[src/rtl/iomem_timer.sv]
// Down-counting timer on the iomem bus with a prescaler, auto-reload and a level irq.
// Every access in the 256-byte window is acknowledged one cycle later; a back-to-back access waits one extra cycle.
module iomem_timer #(
    parameter logic [31:0] BASE_ADDR  = 32'h0300_0000,
    parameter int          PRESCALE_W = 16
) (
    input  logic        clk,
    input  logic        reset,
    input  logic        iomem_valid,
    output logic        iomem_ready,
    input  logic [3:0]  iomem_wstrb,
    input  logic [31:0] iomem_addr,
    input  logic [31:0] iomem_wdata,
    output logic [31:0] iomem_rdata,
    output logic        irq
);
    localparam logic [5:0] OFF_CTRL     = 6'h00;
    localparam logic [5:0] OFF_PRESCALE = 6'h01;
    localparam logic [5:0] OFF_COUNT    = 6'h02;
    localparam logic [5:0] OFF_RELOAD   = 6'h03;
    localparam logic [5:0] OFF_STATUS   = 6'h04;

    logic                  en, auto_reload, irq_en, expired;
    logic [PRESCALE_W-1:0] prescale, pcnt, prescale_wr;
    logic [31:0]           count, reload, count_wr, reload_wr, rd_mux, pre_ext;
    logic                  sel, accept, wr, tick, expire;
    logic [5:0]            off;
    logic                  unused_addr;

    assign unused_addr = ^iomem_addr[1:0];

    assign sel    = iomem_valid && (iomem_addr[31:8] == BASE_ADDR[31:8]);
    assign accept = sel && !iomem_ready;
    assign wr     = accept && (iomem_wstrb != 4'b0000);
    assign off    = iomem_addr[7:2];
    assign tick   = en && (pcnt == prescale);
    assign expire = tick && (count == 32'd0);

    function automatic logic [31:0] merge(input logic [31:0] old, input logic [31:0] wd,
                                          input logic [3:0] strb);
        logic [31:0] r;
        for (int i = 0; i < 4; i++)
            r[8*i +: 8] = strb[i] ? wd[8*i +: 8] : old[8*i +: 8];
        return r;
    endfunction

    always_comb begin
        pre_ext = '0;
        pre_ext[PRESCALE_W-1:0] = prescale;
        for (int i = 0; i < PRESCALE_W; i++)
            prescale_wr[i] = iomem_wstrb[i/8] ? iomem_wdata[i] : prescale[i];
        count_wr  = merge(count, iomem_wdata, iomem_wstrb);
        reload_wr = merge(reload, iomem_wdata, iomem_wstrb);
    end

    // Read data reflects register state before any update at this edge.
    always_comb begin
        rd_mux = '0;
        case (off)
            OFF_CTRL:     rd_mux = {29'd0, irq_en, auto_reload, en};
            OFF_PRESCALE: rd_mux = pre_ext;
            OFF_COUNT:    rd_mux = count;
            OFF_RELOAD:   rd_mux = reload;
            OFF_STATUS:   rd_mux = {31'd0, expired};
            default:      rd_mux = '0;
        endcase
    end

    always_ff @(posedge clk) begin
        if (reset) begin
            iomem_ready <= 1'b0;
            iomem_rdata <= '0;
            irq         <= 1'b0;
            en          <= 1'b0;
            auto_reload <= 1'b0;
            irq_en      <= 1'b0;
            expired     <= 1'b0;
            prescale    <= '0;
            pcnt        <= '0;
            count       <= '0;
            reload      <= '0;
        end else begin
            iomem_ready <= accept;
            iomem_rdata <= accept ? rd_mux : 32'd0;
            irq         <= expired & irq_en;

            if (!en || tick)
                pcnt <= '0;
            else
                pcnt <= pcnt + PRESCALE_W'(1);

            // One-shot stop; a same-cycle CTRL write below overrides it.
            if (expire && !auto_reload)
                en <= 1'b0;
            if (wr && off == OFF_CTRL && iomem_wstrb[0])
                {irq_en, auto_reload, en} <= iomem_wdata[2:0];

            if (wr && off == OFF_PRESCALE)
                prescale <= prescale_wr;
            if (wr && off == OFF_RELOAD)
                reload <= reload_wr;

            // A bus write to COUNT discards that cycle's tick update entirely.
            if (wr && off == OFF_COUNT)
                count <= count_wr;
            else if (tick)
                count <= (count != 32'd0) ? count - 32'd1 : (auto_reload ? reload : 32'd0);

            if (expire)
                expired <= 1'b1;
            else if (wr && off == OFF_STATUS && iomem_wstrb[0] && iomem_wdata[0])
                expired <= 1'b0;
        end
    end
endmodule

[config.mk]
export PLATFORM = sky130hd
export DESIGN_NAME = iomem_timer
export DESIGN_NICKNAME = d
export VERILOG_FILES = /design/src/rtl/iomem_timer.sv
export SDC_FILE = /design/constraint.sdc
export NUM_CORES = 1
export LEC_CHECK = 0
export ABC_AREA = 1
export BUFFER_PORTS_ARGS = -buffer_cell sky130_fd_sc_hd__clkbuf_2
export CORE_ASPECT_RATIO = 0.8
export CORE_UTILIZATION = 49
export CTS_BUF_LIST = sky130_fd_sc_hd__clkbuf_16
export CTS_CLUSTER_DIAMETER = 60
export DETAILED_ROUTE_END_ITERATION = 10
export GPL_TIMING_DRIVEN = 0
export HOLD_SLACK_MARGIN = 0.02
export PLACE_DENSITY_LB_ADDON = 0.1
export SYNTH_ARGS = -nofsm -noshare
export SYNTH_HDL_FRONTEND = slang
export SYNTH_SLANG_ARGS = --single-unit
[constraint.sdc]
create_clock -name clk -period 2.53 [get_ports clk]
set_clock_uncertainty 0.15 [all_clocks]
set_input_delay 0.253 -clock clk [delete_from_list [all_inputs] [get_ports clk]]
set_output_delay 0.253 -clock clk [all_outputs]
set_load 0.01 [all_outputs]
==> key figures <==
Worst setup path
  • Cell Chain, Critical Path: dlygate4sd3_1 > clkbuf_1 > clkbuf_1 > clkbuf_1 > a21oi_1
  • Most frequent CP cell: clkbuf_1
  • Critical path class: primary input to register
  • Crit path from: reset
  • Critical path buffers and inverters: 4
  • Worst EP arrival: 2.61 ns
  • Worst setup EP type: register
  • CP max stage cell: clkbuf_1
  • Required time of the critical path: 2.65 ns
  • Element type at the critical path start: primary input
  • Worst r2r src: count[5]$_SDFFE_PP0P_
  • Max FO, Critical Path: 10
  • CP delay by family, top: buffers and inverters
  • CP peak stage delay: roughly 0.77 ns

Synth
  • Avg Cell Area, Syn: 6.80 sq um
  • Yosys top cell by area: dfxtp_1
  • Yosys warning count: 0
  • Mapped Cells: 1175
  • Top-area cell type share of the netlist area: 33.6%
  • Post-synthesis cell area: 7990 sq um
  • #FFs+latches synth: roughly 130
  • Ranking of synthesized cells by area: dfxtp_1 34%, nand2_1 12%, nor2_1 10%, inv_1 6.9%, nand3_1 5.1%
  • Fraction of registers with async set/reset: 0%
  • Top_reg_cell synth: dfxtp_1
  • Yosys cell types: 51
  • Sequential fraction of the synthesis area: around a third
  • Post-synth top cells: 253 x nand2_1, 217 x nor2_1, 146 x inv_1
  • Most frequent cell after synthesis: nand2_1
  • Post-synth EDFFs: 0
  • Mapped Nets: between 1000 and 1500

STA
  • WHS: around 0.039 ns
  • Final setup violation count: 0
  • Rel. slew slack: between 20% and 30%
  • RSZ-0062 raised after global routing: false
  • Final Max Slew Viols: 0
  • Hold Vio Cnt, Final: 0
  • Final Cycle Share: 98.6%
  • Final Critical Period: 2.49 ns
  • Final worst slack: 0.0362 ns
  • Total negative setup slack: 0 ns
  • Fmax: 401 MHz
  • Worst-margin pin slew: 1.16 ns

Floorplanning
  • Die width: about 140 microns
  • Row count: 41
  • Core area: 15900 sq um
  • IO Pins: around 110
  • Starting density of the core: 50.4%
  • Die height: about 120 microns
  • Die ar.: 16800 sq um

Detailed routing
  • Remaining DRCs: 0
  • Via density: around 5.4
  • Antenna-violating nets left: 0
  • DRT iter0 DRCs: 877
  • Wire per inst: around 17 microns
  • Total Routed Length: 26500 microns
  • Vias: ~8300
  • Number of iterations in the first detailed-routing pass: 5

CTS
  • CTS H-Tree Depth: 4
  • CTS tree: yes
  • Longest Clk Path Bufs: 2
  • Inserted Clock Buffers: 17
  • Worst-skew pair later-pin latency: 0.43 ns
  • Post-CTS Setup Repair Bufs: 0
  • Clk root buf: clkbuf_16
  • Clock Pin Slew Worst Setup and Hold Paths: 0.06 ns
  • CTS sink cnt: about 130

Global routing
  • First-pass GRT wire length: 40800 microns
  • Initial antenna violation count: 0
  • Vias in the first global route: roughly 7500
  • Largest net degree at the start of global routing: 17
  • GRT Util Overall: roughly 33%
  • Grt ovf: 0

Cells and area
  • Final Core Density: 61.4%
  • Antenna diode count: 0
  • Share of layout cells above drive strength 1: between 10% and 20%
  • FF+latch area: approximately 2700 sq um
  • # nets final: 1401
  • Synthesis-to-finish area growth: 22.0%
  • Fillcell total: 1501
  • Multi-input combinational cell area: 4430 sq um

Pwr
  • Worst vdd ir: 0.388 mV
  • Seq pwr share: 40.9%
  • P_int: between 4 and 5 mW
  • Leak: 4.41 nW
  • P per Cell Area: 530 nW/um^2
  • Final Total Pwr: 5.16 mW
  • Switching portion of total power: 21.9%
  • Comb pwr share: just over 4%
  • Psw: 1.13 mW
  • Clock Power Share: 55.0%

Place
  • Gpl congestion: 0.991
  • Pre-CTS WS: 0.159 ns
  • Final HPWL from detailed placement: 20400 microns
  • Port bufs: 101

Outcome
  • Status: complete, no violations

Hold path
  • Hold Path Class: primary input to register
  • HP Start: iomem_wdata[0]

Run
  • Maxcap violations: 0
cells by family after synthesis:
kind of cell             Yosys count  share of synthesized area [%]
AND/OR/NAND/NOR                  646                           36.4
XOR/XNOR                          37                           4.06
adder cells (fa/ha/maj)            3                          0.470
flip-flops                       134                           33.6
buffers and inverters            196                           10.9
AO/OA/AOI/OAI                    159                           14.5
registers in the layout, summed over array words and instances, names as in the netlist:
signal / count
auto_reload: 1
count: 32
en: 1
expired: 1
iomem_rdata: 32
iomem_ready: 1
irq: 1
irq_en: 1
pcnt: 16
prescale: 16
reload: 32
metal layers:
metal  vias up  track usage (%)  part of all wire (%)
met5         -                0                     0
li1       4093                -                     -
met3        36             8.77                    11
met1      3750             48.7                    48
met2       453             47.2                    40
met4         0             7.37                   1.2
final timing paths:
path	endpoint	slack, ns	depth (start not counted)
max	expired$_SDFFE_PP0P_	0.04	5
min	prescale[0]$_SDFFE_PP0P_	0.04	3
max reg2reg	count[24]$_SDFFE_PP0P_	0.17	11
min reg2reg	reload[12]$_SDFFE_PP0P_	0.33	2
placed cells by master (no fill, tap or decap), types with 17 or more instances in the layout:
cell type	netlist	final
nand2_1	253	253
nor2_1	217	216
inv_1	146	146
dfxtp_1	134	134
clkbuf_2	1	102
nand3_1	82	82
dlygate4sd3_1	0	32
a21oi_1	30	30
o21ai_0	30	30
a211oi_2	30	30
nand4_1	21	21
a22oi_1	21	21
a211oi_1	20	20
xor2_1	19	19
xnor2_1	18	18
clkbuf_16	0	17
power groups by stage:
stage	clock network [mW]	registers, mW	logic (mW)
after floorplan	0	2.16	0.0642
after global placement	0	2.16	0.167
after detailed placement	0	2.16	0.170
after CTS	2.85	2.11	0.209
after global routing	2.94	2.11	0.228
final	2.84	2.11	0.212
stage by stage:
stage	area [sq um]	cells
6_report	9740	1554
5_1_grt	9740	1554
4_1_cts	9740	1554
3_5_place_dp	8760	1491
3_3_place_gp	8760	1491
2_1_floorplan	7990	1175
final cells by class:
cell class | instances | area share [%]
clock inverter | 14 | 2.38
sequential | 134 | 27.5
tap | 215 | 2.76
clock buffer | 17 | 4.37
buffer | 44 | 3.02
multi-input combinational | 845 | 45.5
inverter | 152 | 5.94
timing repair buffer | 133 | 8.48
tightest hold or removal path, delay by kind of cell:
| kind | cells | cell delay (ns) |
|---|---|---|
| compound gates | 1 | 0.04 |
| buf+inv | 1 | 0.13 |
| simple gates | 1 | 0.14 |
what timing repair did:
action,CTS,global route
endpoints found under the setup margin,0,3
endpoints found under the hold margin,51,0
gates resized for setup,0,1
hold buffers,32,0
No activity file was read; power rests on OpenSTA's default activity.
